<file path="src/rtl/jtag_tap_ir.sv">
// IEEE 1149.1 TAP controller with an IR_WIDTH instruction register, BYPASS, optional
// IDCODE (enabled by defining JTAG_IDCODE_EN) and one-hot selects for external user DRs.
module jtag_tap_ir #(
    parameter int          IR_WIDTH   = 4,
    parameter int          NUM_USER   = 2,
    parameter int          USER_BASE  = 2,
    parameter int          IDCODE_OP  = 1,
    parameter logic [31:0] IDCODE_VAL = 32'h0000_0001
) (
    input  logic                tck,
    input  logic                trst,
    input  logic                tms,
    input  logic                tdi,
    output logic                tdo,
    output logic                tdo_en,
    input  logic [NUM_USER-1:0] user_tdo,
    output logic [3:0]          state,
    output logic                capture_dr,
    output logic                shift_dr,
    output logic                update_dr,
    output logic                capture_ir,
    output logic                shift_ir,
    output logic                update_ir,
    output logic [IR_WIDTH-1:0] ir,
    output logic [NUM_USER-1:0] user_sel
);

    typedef enum logic [3:0] {
        EXIT2_DR         = 4'h0,
        EXIT1_DR         = 4'h1,
        SHIFT_DR         = 4'h2,
        PAUSE_DR         = 4'h3,
        SELECT_IR_SCAN   = 4'h4,
        UPDATE_DR        = 4'h5,
        CAPTURE_DR       = 4'h6,
        SELECT_DR_SCAN   = 4'h7,
        EXIT2_IR         = 4'h8,
        EXIT1_IR         = 4'h9,
        SHIFT_IR         = 4'hA,
        PAUSE_IR         = 4'hB,
        RUN_TEST_IDLE    = 4'hC,
        UPDATE_IR        = 4'hD,
        CAPTURE_IR       = 4'hE,
        TEST_LOGIC_RESET = 4'hF
    } tap_state_t;

    localparam logic [IR_WIDTH-1:0] IR_CAPTURE = {{(IR_WIDTH-1){1'b0}}, 1'b1};
    localparam logic [IR_WIDTH-1:0] IR_ID_OP   = IR_WIDTH'(IDCODE_OP);
`ifdef JTAG_IDCODE_EN
    localparam logic [IR_WIDTH-1:0] IR_RESET   = IR_ID_OP;
`else
    localparam logic [IR_WIDTH-1:0] IR_RESET   = {IR_WIDTH{1'b1}};
`endif

    tap_state_t          state_r;
    tap_state_t          next_state_s;
    logic [IR_WIDTH-1:0] ir_r;
    logic [IR_WIDTH-1:0] ir_shift_r;
    logic                bypass_r;
    logic                idcode_sel_s;
    logic                id_bit_s;
    logic                any_user_s;
    logic                user_bit_s;
    logic                bypass_sel_s;
    logic                tdo_s;
    logic                tdo_en_s;

    // Parameter sanity and one-hot user decode; bad opcode maps stop elaboration.
    if (IR_WIDTH < 2) begin : g_bad_width
        $error("jtag_tap_ir: IR_WIDTH must be at least 2");
    end
    if (IDCODE_VAL[0] != 1'b1) begin : g_bad_idcode
        $error("jtag_tap_ir: IDCODE_VAL bit 0 must be 1");
    end
    for (genvar g = 0; g < NUM_USER; g++) begin : g_user
        localparam int OPC = USER_BASE + g;
        if (OPC == IDCODE_OP || OPC >= (2 ** IR_WIDTH) - 1) begin : g_bad_opcode
            $error("jtag_tap_ir: user opcode collides with IDCODE or BYPASS");
        end
        assign user_sel[g] = (ir_r == IR_WIDTH'(OPC));
    end

    assign any_user_s   = |user_sel;
    assign user_bit_s   = |(user_tdo & user_sel);
    assign bypass_sel_s = !idcode_sel_s && !any_user_s;

`ifdef JTAG_IDCODE_EN
    logic [31:0] id_shift_r;

    assign idcode_sel_s = (ir_r == IR_ID_OP);
    assign id_bit_s     = id_shift_r[0];

    // IDCODE data register: capture the constant, shift right with tdi entering bit 31.
    always_ff @(posedge tck) begin
        if (trst) begin
            id_shift_r <= 32'h0000_0000;
        end else if (state_r == CAPTURE_DR && idcode_sel_s) begin
            id_shift_r <= IDCODE_VAL;
        end else if (state_r == SHIFT_DR && idcode_sel_s) begin
            id_shift_r <= {tdi, id_shift_r[31:1]};
        end else begin
            id_shift_r <= id_shift_r;
        end
    end
`else
    assign idcode_sel_s = 1'b0;
    assign id_bit_s     = 1'b0;
`endif

    // TAP state, instruction register and built-in shift registers.
    always_ff @(posedge tck) begin
        if (trst) begin
            state_r    <= TEST_LOGIC_RESET;
            ir_r       <= IR_RESET;
            ir_shift_r <= {IR_WIDTH{1'b0}};
            bypass_r   <= 1'b0;
        end else begin
            state_r <= next_state_s;
            case (state_r)
                TEST_LOGIC_RESET: ir_r       <= IR_RESET;
                CAPTURE_IR:       ir_shift_r <= IR_CAPTURE;
                SHIFT_IR:         ir_shift_r <= {tdi, ir_shift_r[IR_WIDTH-1:1]};
                UPDATE_IR:        ir_r       <= ir_shift_r;
                CAPTURE_DR:       bypass_r   <= bypass_sel_s ? 1'b0 : bypass_r;
                SHIFT_DR:         bypass_r   <= bypass_sel_s ? tdi : bypass_r;
                default:          ir_r       <= ir_r;
            endcase
        end
    end

    // Standard 1149.1 transition graph driven by tms.
    always_comb begin
        next_state_s = TEST_LOGIC_RESET;
        case (state_r)
            TEST_LOGIC_RESET: next_state_s = tms ? TEST_LOGIC_RESET : RUN_TEST_IDLE;
            RUN_TEST_IDLE:    next_state_s = tms ? SELECT_DR_SCAN   : RUN_TEST_IDLE;
            SELECT_DR_SCAN:   next_state_s = tms ? SELECT_IR_SCAN   : CAPTURE_DR;
            CAPTURE_DR:       next_state_s = tms ? EXIT1_DR         : SHIFT_DR;
            SHIFT_DR:         next_state_s = tms ? EXIT1_DR         : SHIFT_DR;
            EXIT1_DR:         next_state_s = tms ? UPDATE_DR        : PAUSE_DR;
            PAUSE_DR:         next_state_s = tms ? EXIT2_DR         : PAUSE_DR;
            EXIT2_DR:         next_state_s = tms ? UPDATE_DR        : SHIFT_DR;
            UPDATE_DR:        next_state_s = tms ? SELECT_DR_SCAN   : RUN_TEST_IDLE;
            SELECT_IR_SCAN:   next_state_s = tms ? TEST_LOGIC_RESET : CAPTURE_IR;
            CAPTURE_IR:       next_state_s = tms ? EXIT1_IR         : SHIFT_IR;
            SHIFT_IR:         next_state_s = tms ? EXIT1_IR         : SHIFT_IR;
            EXIT1_IR:         next_state_s = tms ? UPDATE_IR        : PAUSE_IR;
            PAUSE_IR:         next_state_s = tms ? EXIT2_IR         : PAUSE_IR;
            EXIT2_IR:         next_state_s = tms ? UPDATE_IR        : SHIFT_IR;
            UPDATE_IR:        next_state_s = tms ? SELECT_DR_SCAN   : RUN_TEST_IDLE;
            default:          next_state_s = TEST_LOGIC_RESET;
        endcase
    end

    // Serial output mux; quiet outside the two shift states.
    always_comb begin
        tdo_s    = 1'b0;
        tdo_en_s = 1'b0;
        if (state_r == SHIFT_IR) begin
            tdo_en_s = 1'b1;
            tdo_s    = ir_shift_r[0];
        end else if (state_r == SHIFT_DR) begin
            tdo_en_s = 1'b1;
            if (idcode_sel_s) begin
                tdo_s = id_bit_s;
            end else if (any_user_s) begin
                tdo_s = user_bit_s;
            end else begin
                tdo_s = bypass_r;
            end
        end else begin
            tdo_s    = 1'b0;
            tdo_en_s = 1'b0;
        end
    end

    assign tdo        = tdo_s;
    assign tdo_en     = tdo_en_s;
    assign state      = state_r;
    assign ir         = ir_r;
    assign capture_dr = (state_r == CAPTURE_DR);
    assign shift_dr   = (state_r == SHIFT_DR);
    assign update_dr  = (state_r == UPDATE_DR);
    assign capture_ir = (state_r == CAPTURE_IR);
    assign shift_ir   = (state_r == SHIFT_IR);
    assign update_ir  = (state_r == UPDATE_IR);

endmodule
</file>
<file path="config.mk">
export PLATFORM = sky130hd
export DESIGN_NAME = jtag_tap_ir
export DESIGN_NICKNAME = d
export VERILOG_FILES = /design/src/rtl/jtag_tap_ir.sv
export SDC_FILE = /design/constraint.sdc
export NUM_CORES = 1
export LEC_CHECK = 0
export CAP_MARGIN = 40
export CORE_MARGIN = 3
export CORE_UTILIZATION = 46
export CTS_CLUSTER_DIAMETER = 120
export CTS_CLUSTER_SIZE = 10
export DETAILED_ROUTE_END_ITERATION = 6
export HOLD_SLACK_MARGIN = 0.02
export PLACE_DENSITY = 0.81
export SLEW_MARGIN = 20
export SYNTH_ARGS = -nofsm -noshare
export SYNTH_HDL_FRONTEND = slang
export SYNTH_SLANG_ARGS = --single-unit
</file>
<file path="constraint.sdc">
create_clock -name tck -period 2.4 [get_ports tck]
set_input_delay 0.36 -clock tck [delete_from_list [all_inputs] [get_ports tck]]
set_output_delay 0.36 -clock tck [all_outputs]
set_load 0.02 [all_outputs]
</file>
After elaboration in Yosys (flattened, before gate mapping)
Cells that the tools add are included.
{"block": "classes", "eq_ne": 19, "muxes": 23, "bitwise": 1, "reduce_logical": 10}
{"cell": "4-bit one-hot mux with 12 select lines", "count": 1}
{"cell": "4-bit == test, second input constant", "count": 8}
{"cell": "4-bit by 2-bit == test with 1-bit output, second input constant", "count": 4}
{"cell": "4-bit by 3-bit == test with 1-bit output, second input constant", "count": 4}
{"cell": "4-bit one-hot mux with 2 select lines", "count": 2}
{"cell": "2-bit 2-to-1 mux", "count": 6}
{"cell": "3-bit 2-to-1 mux", "count": 4}
{"cell": "1-bit 2-to-1 mux", "count": 8}
{"cell": "2-bit OR reduction", "count": 4}
{"cell": "2-bit nonzero test", "count": 3}
{"cell": "4-bit by 1-bit == test with 1-bit output, second input constant", "count": 1}
{"cell": "4-bit zero test", "count": 1}
{"cell": "4-bit 2-to-1 mux", "count": 1}
{"cell": "2-bit != test, second input constant", "count": 2}
{"cell": "3-bit AND reduction", "count": 1}
{"cell": "3-bit OR reduction", "count": 1}
{"cell": "2-bit AND", "count": 1}
{"cell": "1-bit one-hot mux with 2 select lines", "count": 1}
{"block": "totals", "register_bits": 13, "inputBits": 6, "out_inout_bits": 18, "wordCells": 57}

Longest topological paths before layout
Gate-level depths: netlist (run 1).
{"block": "logic_depth", "depth_word": 6, "ltp_mapped": 4, "mapped_depth_nobuf": 3}

Worst setup path after synthesis (run 1)
No wires, ideal clock.
{"block": "synth_timing", "kind": "reg-to-output", "start": "reg ir_r[1], in the netlist ir[1]", "end": "out tdo", "t_arrival_ns": 1.533, "required_time_ns": 2.040, "slack_ns": 0.507, "stages_incl_launch_ff": 4, "cell_sequence": "dfxtp_1 > nor3b_1 > nand3_1 > a311oi_1"}
{"block": "synth_via", "elab_chain_cells": 6, "word_cells_on_any_way": 8, "classes_between": "eq/ne: 2; mux: 3; bitwise: 1; reduce/logical: 2"}
{"item": "start: declaration", "line": "57", "source": "logic [IR_WIDTH-1:0] ir_r;"}
{"item": "start signal: assignment", "line": "123", "source": "UPDATE_IR: ir_r <= ir_shift_r;"}
{"item": "start signal: assignment", "line": "126", "source": "default: ir_r <= ir_r;"}
{"item": "4-bit by 2-bit == test with 1-bit output", "line": "80", "source": "assign user_sel[g] = (ir_r == IR_WIDTH'(OPC));"}
{"item": "2-bit AND", "line": "84", "source": "assign user_bit_s = |(user_tdo & user_sel);"}
{"item": "2-bit OR reduction", "line": "84"}
{"item": "1-bit 2-to-1 mux (*)", "line": "166", "source": "end else if (any_user_s) begin"}
{"item": "1-bit 2-to-1 mux (*)", "line": "162", "source": "end else if (state_r == SHIFT_DR) begin"}
{"item": "1-bit 2-to-1 mux (*)", "line": "159", "source": "if (state_r == SHIFT_IR) begin"}
{"item": "end: declaration", "line": "14", "source": "output logic tdo,"}
Mark *: on every way between the ends. The rest lies on a longest branch, timed or not.

Final worst setup path (run 1)
{"block": "layout_timing", "start": "reg ir_r[2], in the netlist ir[2]", "end": "out user_sel[0]"}
{"block": "layout_via", "elab_chain_cells": 1}
{"item": "4-bit by 2-bit == test with 1-bit output", "line": "80"}
{"item": "end: declaration", "line": "25", "source": "output logic [NUM_USER-1:0] user_sel"}
Every way passes these cells.

==> metrics.cfg, run 1 <==
[status]
outcome=completed

[placement]
gp_congestion=0.743
port_buffers=23
place_hpwl_mm=1.13
preCtsSetupSlack_ns=0.118

[power]
powerDensity_nw_per_um2=601
p_sw_uw=193
p_comb_frac=0.322
vdd_drop_max_uv=461
leakage_nw=0.391
p_clk_frac=0.230
internal-power_uw=387
pwr-share-seq=0.449
switching_share=0.332

[clock_network]
clk_path_buf_depth=2
cts_hold_buf=0
cts_buffers=3
tritoncts=done
h-tree-depth=1
clock_latency_ns=0.27
cts.sinks=13
cts-root-buf=clkbuf_4
cts.clk_slew.worst_paths_ns=0.08

[timing]
fin_setup_tns_ns=0
slew_headroom=0.708
setup_violations=0
finalHoldViolCount=0
period_share=0.924
max_freq_mhz=451
post-route-min-period_ns=2.22
slew_violations=0
worstMarginPinSlew_ns=0.437
whs_ns=0.482
rsz0062_at_grt=false
finClkSkew_ns=0.00461
finalWorstSetupSlack_ns=0.181

[synthesis]
synthCells=87
ys_seq_area_frac=0.377
yosysWarnings=0
synth.avg_cell_area_um2=7.92
ys_ff_latch=13
synthDistinctLibCells=27
syn_area_um2=689
syn-num-nets=93

[worst_setup_path]
reg2reg_slack_ns=1.02
cp-end-kind=output pin
cp-start-kind=flop
cp.required_ns=2.04
worstPathArrival_ns=1.86
path_class=reg -> out
crit_fanout=4

[drt]
drc_errors=0
drt_iter0_drc=10
vias=690
drt_wl_total_mm=1.58
drt_pre_antenna_iters=4
avgViaCountPerCell=5.52
routedWlPerCell_um=12.6
drt.antenna.violating_nets=0

[floorplanning]
core-area_um2=1350
die_w_um=44.7
rows=13
die-area_um2=2000
start_util=0.511
ios=24
die_y_um=44.7

[global_route]
grt-ovfl-total=0
grt_usage=0.183
grt_pass1_vias=585
antenna_found_initial=0
grt_pass1_wl_mm=2.70
grt_max_degree=17

[final_layout]
area_growth_pct=39.9
fin_nets=117
drive_gt1_frac=0.0909
utilization=0.715
antenna_cells=0

[flow_run]
cap_violations=0

[worst_hold_path]
hold_path.class=reg -> reg

[flip-flops by register name, summed over array words and instances (netlist names)]
register    cells
bypass_r        1
ir              4
ir_shift_r      4
state           4
[path summary, 6_finish.rpt]
kind                      start            end  depth (start not counted)
hold reg to reg   ir_shift_r[2]  ir_shift_r[2]                          2
setup reg to reg       state[2]       bypass_r                          4
hold / removal    ir_shift_r[2]  ir_shift_r[2]                          2
setup / recovery          ir[2]    user_sel[0]                          3
[power by group through the flow]
stage          sequential, mW  clock (mW)  combinational (mW)
6_report                0.260       0.133               0.187
5_1_grt                 0.264       0.146               0.204
4_1_cts                 0.258       0.137               0.185
3_5_place_dp            0.262           0               0.185
3_3_place_gp            0.261           0               0.183
2_1_floorplan           0.270           0               0.106
[metal layers]
| layer | GRT usage | part of all wire | vias to the layer above |
|---|---|---|---|
| li1 | - | - | 358 |
| met1 | 0.261 | 0.49 | 312 |
| met2 | 0.261 | 0.46 | 18 |
| met3 | 0.0717 | 0.049 | 2 |
| met4 | 0.0361 | 0.0051 | 0 |
| met5 | 0 | 0 | - |
[cells in the mapped netlist (all sizes together)]
| cell type | n | share of area |
|---|---|---|
| a2111o | 1 | 0.016 |
| a211o | 2 | 0.025 |
| a21o | 2 | 0.022 |
| a21oi | 6 | 0.044 |
| a311oi | 1 | 0.013 |
| and2 | 1 | 0.0091 |
| and3 | 1 | 0.0091 |
| and3b | 1 | 0.013 |
| buf | 4 | 0.038 |
| clkbuf | 3 | 0.016 |
| dfxtp | 13 | 0.38 |
| inv | 2 | 0.011 |
| mux2 | 1 | 0.016 |
| nand2 | 7 | 0.038 |
| nand2b | 4 | 0.036 |
| nand3 | 4 | 0.029 |
| nand3b | 3 | 0.033 |
| nor2 | 10 | 0.054 |
| nor3 | 8 | 0.058 |
| nor3b | 4 | 0.044 |
| o21a | 1 | 0.011 |
| o21bai | 4 | 0.044 |
| o22ai | 1 | 0.0091 |
| o31ai | 1 | 0.011 |
| or3b | 1 | 0.013 |
| or4 | 1 | 0.011 |
[cell families after synthesis]
kind of cell	Yosys count	share of synthesized area
AOI/OAI and AO/OA	19	0.194
buffers and inverters	9	0.0653
DFF	13	0.377
muxes	1	0.0163
and+or+nand+nor	45	0.347
[critical path, stage by stage, from the launching register on]
cell and delay, ns:
dfxtp_1 0.35, or3b_2 0.50, nor2_1 0.12, clkdlybuf4s50_1 0.62
[placed cells by master, fill, tap and decap left out, types with 4 or more instances in the layout]
master           Yosys  routed
dfxtp_1             13      12
nor2_1              10      10
clkdlybuf4s50_1      0      22
a21oi_1              6       6
nand2b_1             4       4
nand2_1              7       7
o21bai_1             4       4
nand3_1              4       4
nor3_1               8       8
[repair_timing]
item / 4_1_cts / 5_1_grt
gates resized for setup: 1 / 3
setup buffers: 0 / 0
endpoints found under the setup margin: 1 / 3
cloned: 0 / 0
[metrics by stage]
step                      std cells  area, µm²  power, mW
after floorplan                  87        689      0.376
after global placement          121        923      0.445
after detailed placement        121        923      0.447
after CTS                       125        955      0.581
after global routing            125        965      0.614
final                           125        965      0.580
[area by class of cell]
type | instances | area, µm²
clock buffer | 4 | 26.3
sequential | 13 | 262
fill | 119 | 385
multi-input combinational | 65 | 395
inverter | 2 | 7.51
tap | 15 | 18.8
timing repair buffer | 26 | 255
Note: power is estimated with default switching activity, not from simulation.
==> run 2, diff against run 1 <==
Settings changed: CAP_MARGIN 40 to default, CELL_PAD_IN_SITES_DETAIL_PLACEMENT from default to 1, CELL_PAD_IN_SITES_GLOBAL_PLACEMENT from default to 2, CORE_ASPECT_RATIO from default to 0.75, CORE_UTILIZATION 46 to 25, GPL_ROUTABILITY_DRIVEN from default to 0, PLACE_DENSITY 0.81 to default, PLACE_DENSITY_LB_ADDON from default to 0.1.
==> run 2 against run 1 <==
Power grew 12%. Combinational power rose by 3%. Core utilization fell by 30 points. Clock power rose by 50%. Global-route usage is 4.7 points lower. Register-to-register slack got worse by 0.05 ns. Final area rose by 4.7%. Critical path type unchanged. Largest cell class unchanged. Largest power group unchanged. Highest routed layer unchanged.
==> metrics.cfg, run 2 (synthesis gave the netlist of run 1 again) <==
[power]
vdd_drop_max_uv=295  ; -36%
powerDensity_nw_per_um2=645  ; +7.3%
p_comb_frac=0.294  ; -0.028
pwr-share-seq=0.400  ; -0.049
p_sw_uw=209  ; +8.3%
leakage_nw=0.403  ; +2.9%
internal-power_uw=443  ; +14%
p_clk_frac=0.305  ; +0.075
switching_share=0.320  ; -0.0119

[floorplanning]
ios=24  ; unchanged
die-area_um2=3430  ; +72%
rows=15  ; +2
start_util=0.280  ; -0.230
core-area_um2=2460  ; +82%
die_w_um=66.6  ; +49%
die_y_um=51.5  ; +15%

[clock_network]
clock_latency_ns=0.25  ; -0.02 ns
cts.sinks=13  ; unchanged
clk_path_buf_depth=2  ; unchanged
cts_hold_buf=0  ; unchanged
cts_buffers=3  ; unchanged
h-tree-depth=1  ; unchanged
cts-root-buf=clkbuf_8
cts.clk_slew.worst_paths_ns=0.05  ; -0.03 ns
tritoncts=done

[global_route]
grt_usage=0.136  ; -0.0471
antenna_found_initial=0  ; unchanged
grt_max_degree=14  ; -3
grt_pass1_wl_mm=3.42  ; +27%
grt-ovfl-total=0  ; unchanged
grt_pass1_vias=709  ; +21%

[worst_setup_path]
path_cells=inv_1, nor3_1, clkdlybuf4s50_1
crit_fanout=13  ; +9
slowest_stage=clkdlybuf4s50_1
reg2reg_from=state[2]
cp.required_ns=2.04  ; about the same
cp-end-kind=output pin
cp-start-kind=flop
critical_path.max_stage_delay_ns=0.63  ; about the same
worstPathArrival_ns=1.81  ; -0.05 ns
startpoint=state[3]
path_class=reg -> out

[timing]
slew_violations=0  ; unchanged
post-route-min-period_ns=2.17  ; -0.0521 ns
worstMarginPinSlew_ns=0.467  ; +0.0303 ns
period_share=0.903  ; -0.0217
fin_setup_tns_ns=0  ; unchanged
finalHoldViolCount=0  ; unchanged
max_freq_mhz=462  ; +2.4%
rsz0062_at_grt=false
slew_headroom=0.688  ; -0.0202
finClkSkew_ns=0.00421  ; -0.000402 ns
setup_violations=0  ; unchanged

[flow_run]
cap_violations=0  ; unchanged

[drt]
drt_wl_total_mm=1.98  ; +26%
drt_pre_antenna_iters=2  ; -2
routedWlPerCell_um=13.7  ; +8.2%
drt_iter0_drc=4  ; -6
drc_errors=0  ; unchanged
drt.antenna.violating_nets=0  ; unchanged
avgViaCountPerCell=4.82  ; -13%
vias=699  ; +1.3%

[final_layout]
area_growth_pct=46.5
utilization=0.411  ; -0.304
fin_nets=118  ; +0.85%
antenna_cells=0  ; unchanged
drive_gt1_frac=0.0991  ; +0.00819
final_common_cell=clkdlybuf4s50_1
final_cell_mix=clkdlybuf4s50_1 (22), dfxtp_1 (13), nor2_1 (10), nor3_1 (8), nand2_1 (7)

[placement]
place_hpwl_mm=1.50  ; +33%
port_buffers=23  ; unchanged

[worst_hold_path]
hold_path.class=reg -> reg
worstHoldStart=ir_shift_r[2]

[status]
outcome=completed

run 2: timing repair:
| action | in CTS | in global routing |
|---|---|---|
| setup endpoints to repair | 1 | 1 |
| gates resized for setup | 1 | 2 |
| endpoints found under the hold margin | 0 | 0 |
| buffers inserted | 0 | 0 |
run 2: area by class of cell:
class | count | area (µm²)
Timing Repair Buffer | 27 | 263
Fill cell | 294 | 1450
Inverter | 2 | 7.51
Multi-Input combinational cell | 65 | 392
Sequential cell | 13 | 260
Clock buffer | 4 | 45.0
Tap cell | 34 | 42.5
run 2: worst max-delay path, delay by kind of cell (launching register included):
kind                   cells  cell delay, ns
buffers and inverters      2            0.80
flip-flops                 1            0.57
AND/OR/NAND/NOR            1            0.19
run 2: routing by layer:
layer | up-vias | global-route usage | share of wire
met5 | - | 0 | 0
met4 | 0 | 0.0507 | 0.011
met3 | 2 | 0.0462 | 0.061
met2 | 18 | 0.202 | 0.44
met1 | 326 | 0.179 | 0.48
li1 | 353 | - | -
run 2: final timing paths:
check                           slack [ns]       endpoint  cells after the start
worst max-delay path                  0.23       shift_ir                      3
worst min-delay path                  0.47  ir_shift_r[2]                      2
worst max register to register        0.97       bypass_r                      4
worst min register to register        0.47  ir_shift_r[2]                      2
run 2: power groups by stage:
stage	Sequential, mW	Clock [mW]	Combinational [mW]
final	0.261	0.199	0.192
after CTS	0.261	0.207	0.195
after detailed placement	0.265	0	0.194
after global placement	0.264	0	0.192
after floorplan	0.270	0	0.106
after global routing	0.267	0.218	0.212
run 2: per-stage QoR:
| stage | cell area (µm²) | setup WS [ns] | power (mW) | hold slack (ns) | instances |
|---|---|---|---|---|---|
| detailed placement | 955 | 0.0892 | 0.459 | 0.476 | 141 |
| global placement | 955 | 0.129 | 0.457 | 0.461 | 141 |
| global route | 1010 | 0.0618 | 0.697 | 0.504 | 145 |
| CTS | 1000 | 0.102 | 0.663 | 0.485 | 145 |
| finish | 1010 | 0.233 | 0.651 | 0.474 | 145 |
| floorplan | 689 | 0.507 | 0.376 | 0.446 | 87 |
==> variant 1, RTL diff (config.mk and constraints of run 1) <==
Add an input register stage for `user_tdo`; this delays it by one clock. The other inputs are not delayed to match.
--- a/src/rtl/jtag_tap_ir.sv
+++ b/src/rtl/jtag_tap_ir.sv
@@ -47,4 +47,10 @@
     localparam logic [IR_WIDTH-1:0] IR_CAPTURE = {{(IR_WIDTH-1){1'b0}}, 1'b1};
     localparam logic [IR_WIDTH-1:0] IR_ID_OP   = IR_WIDTH'(IDCODE_OP);
+
+    logic [NUM_USER-1:0] user_tdo_q;
+
+    always_ff @(posedge tck) begin
+        user_tdo_q <= user_tdo;
+    end
 `ifdef JTAG_IDCODE_EN
     localparam logic [IR_WIDTH-1:0] IR_RESET   = IR_ID_OP;
@@ -82,5 +88,5 @@
 
     assign any_user_s   = |user_sel;
-    assign user_bit_s   = |(user_tdo & user_sel);
+    assign user_bit_s   = |(user_tdo_q & user_sel);
     assign bypass_sel_s = !idcode_sel_s && !any_user_s;
 
Check against the original RTL: no difference found for any inputs over 10 cycles, from zero or initial values and one cycle with trst high; that may be too few to reach the edited logic, so the function may still have changed.
==> variant 1 against run 1 <==
  * Clock skew decreased by 0.0015 ns
  * Cell count grew 1.6%
  * Clock power grew 9%
  * Power increased by 8.0%
  * Sequential cell count increased by 2
  * Design area is 3.8% higher
  * Setup slack got worse by 0.0090 ns
  * Hold slack lost 0.0059 ns
  * Routed wire length increased by 8.9%
  * Synthesized area is 5.8% higher
  * Highest routed layer unchanged
==> variant 1: results (changes against run 1) <==
Yosys
  – Post-synth net total: 95 (was 93)
  – Async S/R FF share, synth: 0% (unchanged)
  – Mapped Cells: 89 (was 87)
  – Commonest cells in the netlist: dfxtp_1, nor2_1, nor3_1 (unchanged)
  – Synth Area in Compound Gates: 18.4% (was 19.4%)
  – Multiplexer share of the synthesized area: 1.54% (was 1.63%)
  – Ys flop type: dfxtp_1 (unchanged)
  – Cell variety after synth: 28 (was 27)
  – Adder-Cell Fraction of Synth Area: 0% (unchanged)
  – Area contributors post-synth: dfxtp_1, nor3_1, nor2_1 (unchanged)
  – Part of the Yosys area used for sequential elements: 41.2% (was 37.7%)

Drt
  – DR iter-0 viols: 9 (was 10)
  – DRT met1 WL: 765 um (was 770 um)
  – WL final: 1720 um (was 1580 um)
  – Max Used Layer: met4 (unchanged)
  – Pre-antenna DRT Iters: 4 (unchanged)
  – DR vias: 718 (was 690)
  – Vias/cell: 5.65 (was 5.52)
  – Met2 wire len: 794 um (was 722 um)
  – Met3 WL: 121 um (was 78 um)

Place
  – Placed standard-cell area: 963 um^2 (was 923 um^2)
  – Dpl hpwl: 1220 um (was 1130 um)
  – Gpl congestion: 0.733 (was 0.743)
  – Worst slack, placed: 0.267 ns (was 0.118 ns)
  – Port bufs: 23 (unchanged)
  – Placed cells: 123 (was 121)

Global route
  – Vias in the first global route: 640 (was 585)
  – Remaining Overflow, GRT: 0 (unchanged)
  – Total GRT Usage: 18.7% (was 18.3%)
  – M2 GR Usage: 29.5% (was 26.1%)
  – Met1 Use GR: 22.7% (was 26.1%)
  – First-pass GRT wire length: 2790 um (was 2700 um)
  – Met3 Use GR: 5.93% (was 7.17%)

Layout
  – Fill cells: 114 (was 119)
  – Share of cells above drive strength 1: 10.7% (was 9.09%)

Run status
  – Status: finished, final reports clean (unchanged)

Clocking
  – CTS H-Tree Depth: 1 (unchanged)
  – CTS Hold Bufs: 0 (unchanged)
  – Post-CTS sizing: 1 (unchanged)
  – Clk_lat worst skew: 0.29 ns (was 0.27 ns)
  – Clock buffer count from CTS: 3 (unchanged)
  – # Post-CTS Setup Buffers: 0 (unchanged)
  – Root buf cell: clkbuf_4 (unchanged)

STA
  – Normalized max-slew margin: 70.4% (was 70.8%)
  – Worst Skew: 0.00313 ns (was 0.00461 ns)

Power and ir drop
  – Static Leakage: 0.407 nW (was 0.391 nW)
  – Peak supply drop: 323 uV (was 461 uV)

Critical path
  – CP Max Fanout: 10 (was 4)
  – CP delay by family, top: buffers and inverters (was simple AND/OR/NAND/NOR gates)
  – CP max-delay cell: clkdlybuf4s50_1 (unchanged)
  – Max incr delay on CP: 0.64 ns (was 0.62 ns)

Worst hold path
  – Min-delay worst type: reg2reg (unchanged)
variant 1: kinds of logic (layout without fill, tap and decap cells):
logic type      after synthesis  after routing
simple gates                 45             45
compound gates               19             19
buf+inv                       9             32
flops                        15             15
mux                           1              1
variant 1: layout make-up:
class / instances / area (um^2) / area share [%]
sequential: 15 / 302 / 30.1
inverter: 2 / 7.51 / 0.750
multi-input combinational: 65 / 392 / 39.1
timing repair buffer: 26 / 255 / 25.5
clock buffer: 4 / 26.3 / 2.63
tap: 15 / 18.8 / 1.88
variant 1: final timing paths:
path                      start            end  slack (ns)  depth (start not counted)
setup reg to reg       state[1]       bypass_r        1.03                          3
setup / recovery       state[2]      update_dr        0.17                          3
hold / removal    ir_shift_r[2]  ir_shift_r[2]        0.48                          2
hold reg to reg   ir_shift_r[2]  ir_shift_r[2]        0.48                          2
variant 1: power by group:
part           leakage [nW]  switching (W)  internal (W)
Sequential            0.123      0.0000286      0.000269
Clock                0.0150      0.0000801     0.0000648
Combinational         0.269      0.0000953     0.0000885
==> variant 2, RTL diff (settings of run 1) <==
Without the edit above. The parameter `NUM_USER` goes from 2 to 1.
--- a/src/rtl/jtag_tap_ir.sv
+++ b/src/rtl/jtag_tap_ir.sv
@@ -3,5 +3,5 @@
 module jtag_tap_ir #(
     parameter int          IR_WIDTH   = 4,
-    parameter int          NUM_USER   = 2,
+    parameter int          NUM_USER   = 1,
     parameter int          USER_BASE  = 2,
     parameter int          IDCODE_OP  = 1,
Ports: changed (resized user_sel and user_tdo); port bits go from 24 to 22. The function was not compared with the original's and may differ.
==> variant 2 against run 1 <==
  * Register-to-register slack got worse by 0.02 ns
  * Synthesized area is 2.0% lower
  * Power shrank 7.3%
  * Routed wire length down 4.2%
  * Count of clock-buffer cells in the layout did not move
  * Design area fell by 3.8%
  * First-iteration DRC count rose by 10%
  * Sequential cell count is the same
  * Highest routed layer unchanged
  * Setup slack improved by 0.037 ns
==> variant 2: results (changes against run 1) <==
Power and ir drop
  – Sequential Power Share: 45.9% (was 44.9%)
  – Static Leakage: 0.375 nW (was 0.391 nW)
  – Comb pwr: 0.000158 W (was 0.000187 W)
  – Peak supply drop: 373 uV (was 461 uV)
  – Int Pwr: 0.000369 W (was 0.000387 W)
  – Sw Ratio: 31.4% (was 33.2%)

Place
  – Worst slack, placed: 0.282 ns (was 0.118 ns)
  – Gpl congestion: 0.780 (was 0.743)
  – Port bufs: 21 (was 23)
  – Dpl hpwl: 1120 um (was 1130 um)

Yosys
  – Cell variety after synth: 28 (was 27)
  – Area contributors post-synth: dfxtp_1, nand3b_1, nor3_1 (was dfxtp_1, nor3_1, nor2_1)
  – Synth Area per Inst: 8.24 um^2 (was 7.92 um^2)
  – Multiplexer share of the synthesized area: 3.70% (was 1.63%)
  – Synth Area in Compound Gates: 14.3% (was 19.4%)
  – Post-synth net total: 87 (was 93)
  – Part of the Yosys area used for sequential elements: 38.5% (was 37.7%)

Critical path
  – Max incr delay on CP: 0.38 ns (was 0.62 ns)
  – Origin of the critical flop-to-flop path: state[3] (was state[2])
  – FF-to-FF setup slack: 1.00 ns (was 1.02 ns)
  – Reg2reg end: state[1] (was bypass_r)
  – Crit path DAT: 1.82 ns (was 1.86 ns)
  – CP max-delay cell: nor4b_4 (was clkdlybuf4s50_1)

Global route
  – First-pass GRT wire length: 2440 um (was 2700 um)
  – Total GRT Usage: 17.0% (was 18.3%)
  – Met3 Use GR: 4.88% (was 7.17%)
  – Met1 Use GR: 21.6% (was 26.1%)
  – Vias in the first global route: 562 (was 585)
  – Largest net degree at the start of global routing: 15 (was 17)
  – M2 GR Usage: 25.3% (was 26.1%)

Run status
  – Status: finished, final reports clean (unchanged)

Drt
  – Met3 WL: 77 um (was 78 um)
  – DR vias: 673 (was 690)
  – Met2 wire len: 665 um (was 722 um)
  – DRT met1 WL: 739 um (was 770 um)
  – DR iter-0 viols: 11 (was 10)
  – DR WL/cell: 12.6 um (about the same)

STA
  – Worst slew pin tran: 0.346 ns (was 0.437 ns)
  – Worst Skew: 0.0111 ns (was 0.00461 ns)

Layout
  – Fill cells: 115 (was 119)
  – Layout net count: 111 (was 117)
  – Share of cells above drive strength 1: 8.57% (was 9.09%)
  – Final non-filler cell total: 120 (was 125)

Clocking
  – CTS Buffer Depth: 2 (unchanged)
[variant 2: changes by cell type in the layout (fill, tap and decap cells not counted), sizes merged, moves of 2 or more]
| cell | delta |
|---|---|
| o21ai | +6 |
| nor2 | -2 |
| nand3b | +2 |
| nor3b | -2 |
| a21o | -2 |
| nor2b | +2 |
| clkdlybuf4s50 | -2 |
| nand3 | -2 |
| o21bai | -4 |
[variant 2: area by class of cell]
cell class / instances / area (um^2) / share of cell area [%]
flip-flops and latches: 13 / 260 / 28.0
clock buffers: 4 / 26.3 / 2.83
repair buffers: 25 / 239 / 25.7
multi-input cells: 62 / 380 / 41.0
well taps: 15 / 18.8 / 2.02
inverters: 1 / 3.75 / 0.404
[variant 2: cells by family (layout without fill, tap and decap cells)]
| group | after synthesis | in the layout |
|---|---|---|
| muxes | 2 | 2 |
| AOI/OAI and AO/OA | 16 | 16 |
| buffers and inverters | 7 | 30 |
| and+or+nand+nor | 44 | 44 |
| DFF | 13 | 13 |
[variant 2: per-stage QoR]
step / hold WS [ns] / instance area (um^2)
final: 0.476 / 928
after global routing: 0.498 / 928
after CTS: 0.479 / 928
after detailed placement: 0.469 / 903
after global placement: 0.466 / 903
after floorplan: 0.429 / 676
[variant 2: worst max-delay path by stage]
stage / startpoint / to / slack, ns / cells after the start
finish: ir[0] / tdo / 0.22 / 4
global route: state[3] / update_ir / 0.11 / 3
CTS: ir[0] / tdo / 0.20 / 4
detailed placement: ir[0] / tdo / 0.28 / 4
global placement: ir[0] / tdo / 0.31 / 4
floorplan: ir[0] / tdo / 0.52 / 3
[variant 2: what timing repair did]
item                                   CTS  global route
setup buffers                            0             0
endpoints found under the hold margin    0             0
hold buffers                             0             0
setup endpoints to repair                1             0
gates resized for setup                  1             0
